<file path="src/rtl/div_alu_seq.sv">
// Multi-cycle radix-2 restoring divider with start/ready handshake.
// Define DIV_ALU_SIGNED_EN to add the signed_in port and two's-complement mode.
module div_alu_seq #(
  parameter int WIDTH = 32
) (
  input  logic             clk,
  input  logic             reset,
  input  logic             start,
`ifdef DIV_ALU_SIGNED_EN
  input  logic             signed_in,
`endif
  input  logic [WIDTH-1:0] dividend_in,
  input  logic [WIDTH-1:0] divisor_in,
  output logic             busy,
  output logic             ready,
  output logic [WIDTH-1:0] quotient_out,
  output logic [WIDTH-1:0] remainder_out,
  output logic             div_by_zero
);

  localparam int CNT_W = $clog2(WIDTH + 1);

  typedef enum logic [1:0] {
    IDLE,
    CALC,
    DONE
  } state_t;

  state_t           state;
  state_t           state_nxt;
  logic [CNT_W-1:0] cnt;
  logic [WIDTH-1:0] rem;
  logic [WIDTH-1:0] quo;
  logic [WIDTH-1:0] dvsr;
  logic             dz;
  logic             div_zero;
  logic [WIDTH:0]   trial;
  logic [WIDTH-1:0] a_mag;
  logic [WIDTH-1:0] b_mag;
  logic [WIDTH-1:0] q_fix;
  logic [WIDTH-1:0] r_fix;

  assign div_zero = (divisor_in == '0);
  assign trial    = {rem, quo[WIDTH-1]} - {1'b0, dvsr};
  assign busy     = (state != IDLE);

`ifdef DIV_ALU_SIGNED_EN
  logic a_neg;
  logic b_neg;
  logic q_neg;
  logic r_neg;

  assign a_neg = signed_in & dividend_in[WIDTH-1];
  assign b_neg = signed_in & divisor_in[WIDTH-1];
  assign a_mag = a_neg ? -dividend_in : dividend_in;
  assign b_mag = b_neg ? -divisor_in : divisor_in;
  assign q_fix = q_neg ? -quo : quo;
  assign r_fix = r_neg ? -rem : rem;

  always_ff @(posedge clk or negedge reset) begin
    if (!reset) begin
      q_neg <= 1'b0;
      r_neg <= 1'b0;
    end else if (state == IDLE && start) begin
      q_neg <= a_neg ^ b_neg;
      r_neg <= a_neg;
    end
  end
`else
  assign a_mag = dividend_in;
  assign b_mag = divisor_in;
  assign q_fix = quo;
  assign r_fix = rem;
`endif

  always_ff @(posedge clk or negedge reset) begin
    if (!reset) state <= IDLE;
    else        state <= state_nxt;
  end

  always_comb begin
    state_nxt = state;
    unique case (state)
      IDLE:    if (start) state_nxt = div_zero ? DONE : CALC;
      CALC:    if (cnt == CNT_W'(1)) state_nxt = DONE;
      DONE:    state_nxt = IDLE;
      default: state_nxt = IDLE;
    endcase
  end

  always_ff @(posedge clk or negedge reset) begin
    if (!reset) begin
      cnt           <= '0;
      rem           <= '0;
      quo           <= '0;
      dvsr          <= '0;
      dz            <= 1'b0;
      ready         <= 1'b0;
      div_by_zero   <= 1'b0;
      quotient_out  <= '0;
      remainder_out <= '0;
    end else begin
      unique case (state)
        IDLE: begin
          if (start) begin
            cnt         <= CNT_W'(WIDTH);
            rem         <= '0;
            // a zero divisor skips CALC, so quo carries the raw dividend
            quo         <= div_zero ? dividend_in : a_mag;
            dvsr        <= b_mag;
            dz          <= div_zero;
            ready       <= 1'b0;
            div_by_zero <= 1'b0;
          end
        end
        CALC: begin
          cnt <= cnt - CNT_W'(1);
          if (!trial[WIDTH]) rem <= trial[WIDTH-1:0];
          else               rem <= {rem[WIDTH-2:0], quo[WIDTH-1]};
          quo <= {quo[WIDTH-2:0], ~trial[WIDTH]};
        end
        DONE: begin
          ready         <= 1'b1;
          div_by_zero   <= dz;
          quotient_out  <= dz ? '1 : q_fix;
          remainder_out <= dz ? quo : r_fix;
        end
        default: ;
      endcase
    end
  end

endmodule

</file>
<file path="config.mk">
export PLATFORM = sky130hd
export DESIGN_NAME = div_alu_seq
export DESIGN_NICKNAME = d
export VERILOG_FILES = /design/src/rtl/div_alu_seq.sv
export SDC_FILE = /design/constraint.sdc
export NUM_CORES = 1
export LEC_CHECK = 0
export BUFFER_PORTS_ARGS = -buffer_cell sky130_fd_sc_hd__buf_2
export CAP_MARGIN = 10
export CORE_ASPECT_RATIO = 1.75
export CORE_MARGIN = 1.5
export CORE_UTILIZATION = 56
export CTS_BUF_LIST = sky130_fd_sc_hd__clkbuf_4 sky130_fd_sc_hd__clkbuf_8
export DETAILED_ROUTE_END_ITERATION = 16
export PLACE_DENSITY = 0.78
export SLEW_MARGIN = 20
export SYNTH_ARGS = -nofsm -noshare
export SYNTH_HDL_FRONTEND = slang
export SYNTH_SLANG_ARGS = --single-unit
</file>
<file path="constraint.sdc">
create_clock -name clk -period 8.3 [get_ports clk]
set_clock_uncertainty 0.1 [all_clocks]
set_input_delay 0.83 -clock clk [delete_from_list [all_inputs] [get_ports clk]]
set_output_delay 0.83 -clock clk [all_outputs]
set_load 0.005 [all_outputs]
</file>
==> impl.org, run 1 <==
** Clock network
- The number of hold buffers added after CTS was 0.
- Clock tree from TritonCTS :: built
- CTS placed an instance of sky130_fd_sc_hd__clkbuf_8 at the clock tree root.
- Counting the buffers created by CTS gives 17.
- Clock-pin slew was measured on the worst setup and hold paths at roughly 0.10 ns.
- Latest clock arrival within the worst-skew pair :: roughly 0.47 ns
- For this design, the sink count on the clock tree is 171.
- The number of setup buffers added after CTS is 0.
- The H-tree was split into 4 levels.
- The longest clock path from root to sink contains 2 buffers.
- In this run, post-CTS repair resized a total of 0 instances.

** Drt
- Initial DRC Count :: 455
- In the final routed layout, each cell accounts on average for between 15 and 20 microns.
- Across all layers, the routed design uses 8096 vias.
- First drt pass iteration count :: 5
- The final layout contains routed wiring with a total length of 23.8 mm.
- Dividing the detail-routed via count by the number of cells gives roughly 6.
- Post-route DRC :: 0
- The count of nets left with antenna violations once routing finished came out at 0.

** Placement
- At the end of routability-driven placement, the weighted congestion stood at 0.914.
- Input and output buffers added on the ports amount to about 130.
- Post-placement setup slack :: ~4.8 ns
- The wire-length estimate of the detail-placed layout is approximately 17 mm.
- The number of placed instances, taps included, is 1355.

** Setup path
- The cell family contributing the most delay on the critical path is compound AO/OA/AOI/OAI gates.
- Ordered cell list for the critical path :: inv_1, ha_1, inv_1, fa_1, a211oi_1, o211ai_2, a31o_2, a2111oi_0, o41a_1, o21ai_0, xnor2_1, o21ai_0
- Crit end category :: flip-flop
- Of all nets on the critical path, the largest fanout is 5.
- Slowest stage cell on the critical path :: sky130_fd_sc_hd__a2111oi_0
- Arrival time reported for the critical path endpoint :: between 3 and 4 ns
- Startpoint type of the worst setup path :: flip-flop
- The worst setup path is of the reg -> reg kind.
- In this design, the stage delay of the slowest critical-path cell is around 0.70 ns.
- For the worst setup path, the data required time is around 8.6 ns.
- Buf/Inv on CP :: 2

** Synth
- Post-synthesis sequential element count :: about 170
- For this run, the register share of the synthesized area comes to between 40 and 50%.
- In this run the biggest area consumer among cell types represents between 40% and 50% of the synthesized area.
- Counting distinct cell types in the post-synthesis netlist gives 63.
- Cell count after synthesis :: between 1k and 1.5k
- The Yosys step of the flow raised 0 warnings.
- Synthesized area per cell :: roughly 8.9 sq um
- The cell area that synthesis handed to floorplanning was roughly 9400 sq um.
- For this run, asynchronously set or reset flops after synthesis account for 100%.
- Main area contributors after synthesis :: sky130_fd_sc_hd__dfrtp_1 46%, sky130_fd_sc_hd__o21ai_0 7.8%, sky130_fd_sc_hd__nand2_1 7.4%
- The number of nets in the synthesized netlist is 1157.
- The most used flip-flop cell after synthesis is sky130_fd_sc_hd__dfrtp_1.
- Most numerous cell in the Yosys netlist :: sky130_fd_sc_hd__nand2_1
- EDFF count, synth :: 0
- The largest total area in the synthesized netlist belongs to sky130_fd_sc_hd__dfrtp_1.
- Top cells by count, synth :: 186 x sky130_fd_sc_hd__nand2_1, 171 x sky130_fd_sc_hd__dfrtp_1, 147 x sky130_fd_sc_hd__o21ai_0

** Floorplanning
- The floorplan step defined a die boundary enclosing 17600 sq um.
- In this run the horizontal extent of the chip is between 100 and 150 microns.
- Starting Density :: approximately 57%
- After floorplanning, the core was divided into 62 placement rows.
- The floorplan step defined a core boundary enclosing 16400 sq um.
- Vertical die dimension :: between 150 and 200 microns
- I/O Pins :: 134

** Timing
- Headroom to the max-slew limit came out at a little under two fifths.
- Setup violations remaining at the end of the flow were counted as 0.
- Subtracting the final worst setup slack from the clock period gives ~3.5 ns.
- Setup repair after global routing left no endpoint under its margin.
- Smallest setup slack after layout :: 4.75 ns
- After layout, the worst path uses between 40% and 50% of the clock period.
- Achievable clock frequency :: 0.282 GHz
- At the pin with the least slew margin, the transition time is around 0.94 ns.
- The final hold violation count came to 0.
- The count of final max-slew check failures is 0.
- Summed over all failing endpoints, the final setup total negative slack is 0 ns.

** Power
- Overall power consumption after layout is estimated at roughly 0.0045 W.
- Pwr per Cell Area :: 429 nW/um^2
- The share of total power dissipated in sequential elements is 33.1%.
- The share of total power dissipated in the clock network is between 10% and 20%.
- Logic pwr share :: between 50% and 60%
- NetSw :: about 0.0021 W
- In this run switching power makes up 46.2% of total power.
- IR analysis of the VDD net gives a maximum drop of roughly 0.00018 V.
- For this design the static power due to leakage is approximately 5 nW.
- Int Pwr :: between 0.002 and 0.0025 W

** Cells and area
- The number of antenna diodes in the final layout is 0.
- For this run, the post-layout net count is around 1.3k.
- Of the cells placed in the final design, the portion with a size suffix greater than 1 is between 10% and 20%.
- The area growth from synthesis to layout is 12.5%.
- Once layout is complete, the cells apart from fillers number roughly 1.4k.

** Global route
- Number of antenna violations at the first check in global routing :: 0
- Global routing finished with a remaining overflow of 0.
- The via count of the first global-routing pass was between 7k and 8k.
- Across every metal layer, demand over resource in global routing totals between 20% and 30%.
- Entering global routing, the biggest net connects 131 pins.
- Wire length of the first global-routing pass :: a little under 40 mm

** Min path
- Worst min-delay path category :: in -> async

** Run
- Max-capacitance violation count :: 0

** Outcome
- The run finished with clean final reports.
through the flow:
step	cell area (sq um)	utilization, %	hold WS [ns]
2_1_floorplan	9390	-	0.351
5_1_grt	10600	64.2	0.403
3_5_place_dp	10200	61.7	0.364
6_report	10600	64.2	0.360
3_3_place_gp	10200	61.7	0.356
4_1_cts	10500	64.1	0.386
layout by cell type, fill, tap and decap left out, drive strengths merged, types with 31 or more instances in the layout:
master,instances
buf,143
a21oi,66
ha,34
and3b,31
inv,50
mux2i,57
dfrtp,171
nor2,57
nand2,186
o21ai,173
final cells by class:
cell class / instances / area, sq um
flip-flops and latches: 171 / 4280
clock buffers: 17 / 234
well taps: 224 / 280
inverters: 42 / 158
multi-input cells: 776 / 4690
clock inverters: 15 / 153
fillers: 1474 / 5880
repair buffers: 143 / 767
metal layers:
layer | vias up | share of wire (%) | GRT usage (%)
met1 | 3913 | 42 | 36.3
met5 | - | 0 | 0
li1 | 3886 | - | -
met4 | 0 | 4.3 | 14.0
met2 | 241 | 50 | 46.3
met3 | 56 | 4.1 | 3.46
power groups by stage:
stage          clock network (W)  registers [W]  logic [W]
2_1_floorplan                  0        0.00142    0.00180
4_1_cts                 0.000594        0.00149    0.00242
5_1_grt                 0.000626        0.00155    0.00273
6_report                0.000588        0.00150    0.00245
3_3_place_gp                   0        0.00150    0.00238
3_5_place_dp                   0        0.00151    0.00241
registers in the layout, indices dropped and copies added (netlist names):
name,cells
dvsr,32
q_fix,32
quotient_out,32
r_fix,32
remainder_out,32
cnt,6
state,2
div_by_zero,1
dz,1
ready,1
worst paths after layout:
kind | start | to | slack [ns] | cells past startpoint
min reg2reg | quotient_out[25]$_DFFE_PN0P_ | quotient_out[25]$_DFFE_PN0P_ | 0.38 | 2
max in group asynchronous | reset | remainder_out[12]$_DFFE_PN0P_ | 6.26 | 2
max | q_fix[31]$_DFFE_PN0P_ | r_fix[30]$_DFFE_PN0P_ | 4.75 | 12
min in group clk | quotient_out[25]$_DFFE_PN0P_ | quotient_out[25]$_DFFE_PN0P_ | 0.38 | 2
min | reset | dvsr[4]$_DFFE_PN0P_ | 0.36 | 1
max reg2reg | q_fix[31]$_DFFE_PN0P_ | r_fix[30]$_DFFE_PN0P_ | 4.75 | 12
logic make-up after synthesis:
group | synth area share, %
AND/OR/NAND/NOR | 17.5
AO/OA/AOI/OAI | 19.4
flip-flops | 45.6
buffers and inverters | 4.60
multiplexers | 6.08
adder cells (fa/ha/maj) | 4.74
XOR/XNOR | 2.15
Power figures use the tool's default switching activity.
==> run 2, diff against run 1 <==
--- a/config.mk
+++ b/config.mk
@@ -9,10 +9,10 @@
 export CAP_MARGIN = 10
 export CORE_ASPECT_RATIO = 1.75
 export CORE_MARGIN = 1.5
-export CORE_UTILIZATION = 56
+export CORE_UTILIZATION = 54
 export CTS_BUF_LIST = sky130_fd_sc_hd__clkbuf_4 sky130_fd_sc_hd__clkbuf_8
 export DETAILED_ROUTE_END_ITERATION = 16
-export PLACE_DENSITY = 0.78
+export PLACE_DENSITY = 0.79
 export SLEW_MARGIN = 20
 export SYNTH_ARGS = -nofsm -noshare
 export SYNTH_HDL_FRONTEND = slang
==> constraint.sdc (replaced) <==
create_clock -name clk -period 3 [get_ports clk]
set_clock_uncertainty 0.1 [all_clocks]
set_input_delay 0.3 -clock clk [delete_from_list [all_inputs] [get_ports clk]]
set_output_delay 0.3 -clock clk [all_outputs]
set_load 0.005 [all_outputs]
==> run 2 against run 1 <==
The run now ends with setup timing left; routed wire length is 7.5% higher; design area grew 11%; first-iteration DRC count rose by 20%; clock power increased to 2.6 times the previous value; fmax up 18%; clock-buffer cell count is 3 higher; die area increased by 3.6%; sequential share of layout area shrank 4.0 points.
==> impl.org, run 2 (synthesis gave the netlist of run 1 again) <==
** Floorplanning
- The die outline area is 18200 sq um (+3.6%).
- The chip height was 177 microns (+1.8%).
- The count of boundary I/O pins is 134 (unchanged).
- Die width :: 103 microns (+1.8%)
- The area of the core region came to 16900 sq um (+3.1%).
- The starting density of the core was 55.4% (-1.7 points).
- Row count :: 63 (+1.6%)

** Placement
- Placement-stage cell area :: 10800 sq um (+6.7%)
- Placed wire-length estimate :: 18.8 mm (+11%)
- Count of input and output buffers :: 133 (unchanged)
- The final estimated routing congestion in global placement is 0.931 (+1.8%).
- Instance count after placement with tap cells included :: 1440 (+6.3%)

** Power
- The combinational group share of total power was 59.4% (+5.4 points).
- The worst ir drop on vdd is 0.000656 V (+260%).
- The clock share of power came to 10.7% (-2.3 points).
- The fraction of power spent switching nets came to 44.5% (-1.7 points).
- The fraction of power consumed by sequential logic was 29.9% (-3.2 points).
- Total Power :: 0.0140 W (+210%)
- The static leakage was 5.69 nW (+11%).
- Pwr per Cell Area :: 1190 nW/um^2 (+180%)
- NetSw :: 0.00621 W (+200%)
- Int Pwr :: 0.00774 W (+220%)

** Setup path
- Following the worst setup path forward leads to its endpoint at r_fix[5]$_DFFE_PN0P_.
- Setup slack of the most critical reg-to-reg path :: -0.01 ns (-4.77 ns)
- CP max FO :: 7 (+2)
- The critical path data arrival time came to 3.23 ns (-0.62 ns).
- Setup crit start :: q_fix[31]$_DFFE_PN0P_
- Crit Reg-Reg Startpoint :: q_fix[31]$_DFFE_PN0P_
- The critical path in this run is classified as reg -> reg.
- Required time of the worst setup path :: 3.21 ns (-5.39 ns)
- The endpoint identified for the worst register-to-register timing path is r_fix[5]$_DFFE_PN0P_.
- The depth of the worst register-to-register path is 15 (+3).
- The worst setup path is captured at a flip-flop.
- Startpoint type of the worst setup path :: flip-flop

** Drt
- Vias per inst :: 5.68 (-2.7%)
- The per-cell routed wire length was 17.0 microns (-1.0%).
- The antenna violation net count after detailed routing came to 0 (unchanged).
- The detailed router's first-iteration violation count came to 548 (+20%).
- The total via count in the routed design is 8558 (+5.7%).
- Post-route DRC :: 0 (unchanged)
- The aggregate routed wire length came to 25.6 mm (+7.5%).
- First drt pass iteration count :: 5 (unchanged)

** Cells and area
- The number of nets in the layout came to 1370 (+9.3%).
- Layout-stage area growth over the synthesis result :: 24.8%
- The final non-filler cell area was 11700 sq um (+11%).
- Number of cells in the finished layout apart from fillers :: 1508 (+8.6%)
- Share of cells above drive strength 1 :: 23.5% (+7.0 points)
- Commonest non-fill, non-tap cell in the layout :: sky130_fd_sc_hd__nand2_1
- Highest-count cells in the layout ignoring fill and taps :: 186 x sky130_fd_sc_hd__nand2_1, 169 x sky130_fd_sc_hd__dfrtp_1, 142 x sky130_fd_sc_hd__o21ai_0
- The count of antenna diodes in the layout is 0 (unchanged).

** Timing
- The total of endpoints with negative setup slack in the final report came to 1 (+1).
- Worst hold slack after final layout :: 0.0315 ns (-0.328 ns)
- Hold violation total from the final report :: 0 (unchanged)
- The slew at the pin closest to its max-slew limit is 0.826 ns (-0.110 ns).
- Post-layout min period :: 3.01 ns (-0.534 ns)
- The minimum setup slack in the final design was -0.0144 ns (-4.77 ns).
- The final sum of negative setup slack was -0.0144 ns (-0.0144 ns).
- RSZ-0062 raised after global routing :: yes
- Slew Limit Headroom :: 44.9% (+7.4 points)
- The count of final max-slew check failures was 0 (unchanged).
- Achievable clock frequency :: 0.332 GHz (+18%)
- Fin crit share :: 100% (+58 points)

** Clock network
- The latest clock arrival within the worst-skew pair is 0.46 ns (about the same).
- The total clock buffers created by CTS was 17 (unchanged).
- The clock transition at the register clock pins on the worst setup and hold paths after CTS is 0.09 ns (about the same).
- The H-tree depth is 4 (unchanged).
- Number of sinks handled by clock tree synthesis :: 171 (unchanged)
- TritonCTS built the clock tree.
- CTS max path bufs :: 2 (unchanged)
- Buffer type at the clock tree root :: sky130_fd_sc_hd__clkbuf_8

** Global route
- Number of antenna violations at the first check in global routing :: 0 (unchanged)
- The global route total overflow came to 0 (unchanged).
- Maximum number of pins on one net before global-route repair :: 104 (-21%)
- Vias in the first global route :: 8243 (+8.2%)
- Wire length of the first global-routing pass :: 40.7 mm (+5.3%)
- Global-route usage over all layers :: 29.1% (+1.0 points)

** Outcome
- Outcome :: complete, but fails checks
- Violations in the final reports :: setup timing

** Min path
- The tightest min-delay check is of the in -> reg type.

** Run
- The max-capacitance violation count was 0 (unchanged).
==> run 2: cell count changes in the layout (fill, tap and decap cells not counted), sizes merged <==
cell,previous run,this run
buf,143,227
dlygate4sd3,0,32
clkinv,0,6
inv,50,45
clkbuf,17,21
clkinvlp,6,3
bufinv,1,0
==> run 2: worst min path at each step <==
stage	cells after the start	from	end	slack, ns
floorplan	0	reset	cnt[0]$_DFFE_PN0P_	-0.1
global placement	1	reset	dvsr[4]$_DFFE_PN0P_	0.25
detailed placement	1	reset	dvsr[5]$_DFFE_PN0P_	0.25
CTS	3	dividend_in[0]	q_fix[0]$_DFFE_PN0P_	0.001
global route	3	divisor_in[0]	dvsr[0]$_DFFE_PN0P_	0.003
finish	3	divisor_in[0]	dvsr[0]$_DFFE_PN0P_	0.03
==> run 2: cell type report <==
class	count	area, sq um
clock inverters	12	90.1
multi-input cells	776	4840
fillers	1349	5220
repair buffers	260	1800
flip-flops and latches	171	4280
well taps	227	284
clock buffers	20	269
inverters	42	158
==> run 2: per-stage QoR <==
stage	setup slack (ns)	utilization, %
finish	-0.0144	69.2
CTS	0.0219	68.1
global placement	-0.0867	63.9
global route	-0.165	69.2
floorplan	0.0565	-
detailed placement	-0.135	63.9
==> run 2: power groups by stage <==
stage	combinational, W	clock, W	sequential [W]
after floorplan	0.00499	0	0.00393
after global placement	0.00763	0	0.00413
after detailed placement	0.00783	0	0.00418
after CTS	0.00792	0.00152	0.00413
after global routing	0.00915	0.00161	0.00429
final	0.00829	0.00150	0.00417
==> run 2: layer usage <==
metal	vias to the layer above	GRT usage [%]	wire [microns]
met4	0	14.9	1250
li1	4129	-	-
met2	243	50.6	13100
met1	4112	34.5	10300
met5	-	0	0
met3	74	4.14	931
==> run 2: worst max-delay path: stages (launching register included) <==
cell	delay, ns
sky130_fd_sc_hd__dfrtp_1	0.39
sky130_fd_sc_hd__inv_2	0.08
sky130_fd_sc_hd__ha_4	0.13
sky130_fd_sc_hd__inv_2	0.03
sky130_fd_sc_hd__fa_2	0.36
sky130_fd_sc_hd__a211oi_4	0.29
sky130_fd_sc_hd__o211ai_2	0.13
sky130_fd_sc_hd__nand4_1	0.12
sky130_fd_sc_hd__a2111o_1	0.19
sky130_fd_sc_hd__buf_6	0.12
sky130_fd_sc_hd__a21oi_4	0.05
sky130_fd_sc_hd__nor3_4	0.22
sky130_fd_sc_hd__buf_6	0.17
sky130_fd_sc_hd__buf_12	0.13
sky130_fd_sc_hd__mux2i_1	0.25
sky130_fd_sc_hd__o21ai_1	0.11
==> run 2: repair_timing <==
| item | in CTS | in global routing |
|---|---|---|
| cloned | 0 | 1 |
| pin swaps | 5 | 11 |
| endpoints found under the setup margin | 31 | 32 |
| hold buffers | 32 | 0 |
| setup buffers | 0 | 4 |
| hold endpoints to repair | 99 | 0 |
| resized for setup | 8 | 30 |
==> run 3, diff against run 2 <==
--- a/config.mk
+++ b/config.mk
@@ -13,6 +13,7 @@
 export CTS_BUF_LIST = sky130_fd_sc_hd__clkbuf_4 sky130_fd_sc_hd__clkbuf_8
 export DETAILED_ROUTE_END_ITERATION = 16
 export PLACE_DENSITY = 0.79
+export REMOVE_ABC_BUFFERS = 1
 export SLEW_MARGIN = 20
 export SYNTH_ARGS = -nofsm -noshare
 export SYNTH_HDL_FRONTEND = slang
==> run 3 against run 2 <==
The run still ends with setup timing left; worst setup slack got worse by 0.034 ns; core utilization up 0.55 points; first-iteration DRC count decreased by 28%; non-clock buffer count down 20; final cell count shrank 1.3%; largest cell class unchanged; largest power group unchanged.
==> impl.org, run 3 (synthesis gave the netlist of run 1 again) <==
** Drt
- WL met3 :: 813 microns (-13%)
- M1 wire length :: 10.2 mm (-1.2%)
- The total via count in the routed design was 8579 (+0.25%).
- The DRC violation count after routing is 0 (unchanged).
- The aggregate routed wire length came to 26.1 mm (+1.9%).
- The per-cell routed wire length is 17.6 microns (+3.3%).
- Initial DRC Count :: 394 (-28%)
- Met2 Wirelength :: 14.3 mm (+8.7%)
- Routed signal wires occupy layers up through met4.
- First drt pass iteration count :: 5 (unchanged)
- Vias per inst :: 5.77 (+1.6%)
- Antenna violation net count after detailed routing :: 0 (unchanged)

** Placement
- The count of port buffers added during placement was 133 (unchanged).
- Final weighted congestion in routability-driven placement :: 0.976 (+4.8%)
- Instance count after placement with tap cells included :: 1412 (-1.9%)
- The detailed placer's ending HPWL is 17.7 mm (-5.8%).

** Global route
- The via count of the first global-routing pass is 8694 (+5.5%).
- Maximum number of pins on one net before global-route repair :: 83 (-20%)
- The total routing usage reported by global routing is 29.3% (+0.15 points).
- The initial antenna violation count was 0 (unchanged).
- The global route total overflow was 0 (unchanged).
- The global-route wire length before repair came to 41.6 mm (+2.2%).

** Run
- Max-capacitance violation count :: 0 (unchanged)

** Cells and area
- The count of antenna diodes in the layout came to 0 (unchanged).
- Final core utilization :: 69.7% (+0.55 points)
- Commonest non-fill, non-tap cell in the layout :: sky130_fd_sc_hd__nand2_1
- The fraction of final layout cells sized beyond drive strength 1 is 23.4% (-0.10 points).
- Number of nets in the finished design :: 1350 (-1.5%)
- Layout-stage area growth over the synthesis result :: 25.8%
- The count of fill cells added during filler insertion is 1342 (-0.52%).
- Number of cells in the finished layout apart from fillers :: 1488 (-1.3%)
- Highest-count cells in the layout ignoring fill and taps :: 185 x sky130_fd_sc_hd__nand2_1, 166 x sky130_fd_sc_hd__dfrtp_1, 141 x sky130_fd_sc_hd__o21ai_0

** Power
- The power density over the cells was 1210 nW/um^2 (+1.9%).
- Logic pwr share :: 58.0% (-1.4 points)
- Sequential fraction of design power :: 28.5% (-1.4 points)
- Relative contribution of the clock network to total power :: 13.5% (+2.8 points)
- The switching power of the nets is 0.00618 W (-0.45%).
- The fraction of power spent switching nets came to 43.1% (-1.4 points).
- The worst ir drop on vdd is 0.000622 V (-5.2%).
- Static leakage :: 5.66 nW (-0.54%)
- The cell internal power dissipation is 0.00815 W (+5.2%).

** Min path
- Worst min-delay path category :: in -> reg
- Hold path startpoint :: dividend_in[4]

** Timing
- Achievable clock frequency :: 0.328 GHz (-1.1%)
- Setup repair after global routing could not meet its margin everywhere.
- The minimum clock period after layout came to 3.05 ns (+0.0344 ns).
- Fin crit share :: 102% (+1.1 points)
- Slew Limit Headroom :: 52.8% (+7.9 points)
- Worst Max-Slew Pin Slew :: 0.708 ns (-0.118 ns)
- Count of pins over their slew limit :: 0 (unchanged)
- The final hold violation count came to 0 (unchanged).
- Setup violators final :: 1 (unchanged)
- The minimum setup slack in the final design is -0.0488 ns (-0.0344 ns).

** Clock network
- Clock-pin transition on the worst setup and hold timing paths :: 0.10 ns (about the same)
- Latest clock arrival within the worst-skew pair :: 0.46 ns (about the same)
- Buffer type at the clock tree root :: sky130_fd_sc_hd__clkbuf_8
- Number of sinks handled by clock tree synthesis :: 171 (unchanged)
- H-tree Lvls :: 4 (unchanged)
- The worst-case clock buffer depth is 2 (unchanged).
- Cts bufs inserted :: 17 (unchanged)
- TritonCTS built the clock tree.

** Outcome
- Violations in the final reports :: setup timing
- Outcome :: complete, but fails checks

** Setup path
- Required time of the worst setup path :: 3.25 ns (+0.04 ns)
- The critical path data arrival time is 3.30 ns (+0.07 ns).
- Startpoint type of the worst setup path :: flip-flop
- In this run the critical register-to-register path is launched from r_fix[4]$_DFFE_PN0P_.
- CP max FO :: 4 (-3)
- Worst Path Class, Setup :: reg -> reg
- STA classifies the critical path endpoint as a flip-flop.
- Setup crit start :: r_fix[4]$_DFFE_PN0P_

** Floorplanning
- The die outline area was 18200 sq um (unchanged).
- Row count :: 63 (unchanged)
- The count of boundary I/O pins came to 134 (unchanged).
- Die width :: 103 microns (unchanged)
- Core ar. :: 16900 sq um (unchanged)
- Vertical die dimension :: 177 microns (unchanged)
- The starting density of the core is 55.4% (unchanged).
run 3: cell count changes in the layout (fill, tap and decap cells not counted), sizes merged:
cell         previous run  this run
clkinvlp                3         1
dlygate4sd3            32        34
buf                   227       203
bufinv                  0         5
inv                    45        42
clkbuf                 21        25
clkinv                  6         4
run 3: per-layer routing:
layer / global-route usage, % / up-vias
met1: 34.1 / 4202
met4: 12.4 / 0
met5: 0 / -
met3: 3.31 / 58
met2: 53.2 / 246
li1: - / 4073
run 3: worst paths after layout:
path                            slack [ns]  depth (start not counted)                           end
min in group asynchronous             0.16                          2   quotient_out[8]$_DFFE_PN0P_
worst min register to register        0.38                          2  quotient_out[22]$_DFFE_PN0P_
worst max-delay path                 -0.05                         11         r_fix[23]$_DFFE_PN0P_
worst max register to register       -0.05                         11         r_fix[23]$_DFFE_PN0P_
worst min-delay path                  0.14                          4          q_fix[4]$_DFFE_PN0P_
max in group asynchronous             1.93                          3         r_fix[24]$_DFFE_PN0P_
run 3: cell type report:
| class | count | area, sq um | share of cell area, % |
|---|---|---|---|
| multi-input combinational | 776 | 4920 | 41.6 |
| sequential | 171 | 4290 | 36.3 |
| timing repair buffer | 240 | 1700 | 14.4 |
| clock buffer | 22 | 284 | 2.40 |
| tap | 227 | 284 | 2.40 |
| clock inverter | 10 | 189 | 1.60 |
| inverter | 42 | 158 | 1.33 |
run 3: per-stage QoR:
stage                     instance area [sq um]  power [W]  setup slack [ns]  hold slack, ns  TNS (ns)
final                                     11800     0.0143           -0.0488           0.139   -0.0488
after CTS                                 11500     0.0137           0.00261           0.109         0
after global placement                    10600     0.0114            -0.172          0.0577    -0.397
after floorplan                            9120    0.00878             -1.90         -0.0956   -135.91
after detailed placement                  10600     0.0116            -0.174          0.0643    -0.427
after global routing                      11800     0.0154            -0.146           0.138    -0.763
run 3: what timing repair did:
item                       CTS  global route
hold endpoints to repair   204             0
buffers inserted             1             6
setup endpoints to repair   25            32
gates cloned                 0             3
resized for setup           12            43
pin swaps                    1             4
hold buffers                34             0
run 3: worst max-delay path: stages, from the launching register on:
cell and delay [ns]:
sky130_fd_sc_hd__dfrtp_2 0.45, sky130_fd_sc_hd__ha_4 0.31, sky130_fd_sc_hd__o211ai_1 0.13, sky130_fd_sc_hd__o211ai_2 0.23
sky130_fd_sc_hd__nand4_1 0.13, sky130_fd_sc_hd__a2111o_1 0.42, sky130_fd_sc_hd__a21oi_1 0.27, sky130_fd_sc_hd__nor3_4 0.08
sky130_fd_sc_hd__buf_4 0.16, sky130_fd_sc_hd__clkbuf_16 0.14, sky130_fd_sc_hd__nor4b_1 0.13, sky130_fd_sc_hd__or3b_1 0.38
run 3: power by group through the flow:
stage               Combinational [W]  Sequential, W  Clock [W]
floorplan                     0.00463        0.00415          0
global placement              0.00732        0.00403          0
detailed placement            0.00747        0.00408          0
CTS                           0.00770        0.00404    0.00197
global route                  0.00912        0.00421    0.00205
finish                        0.00831        0.00408    0.00193
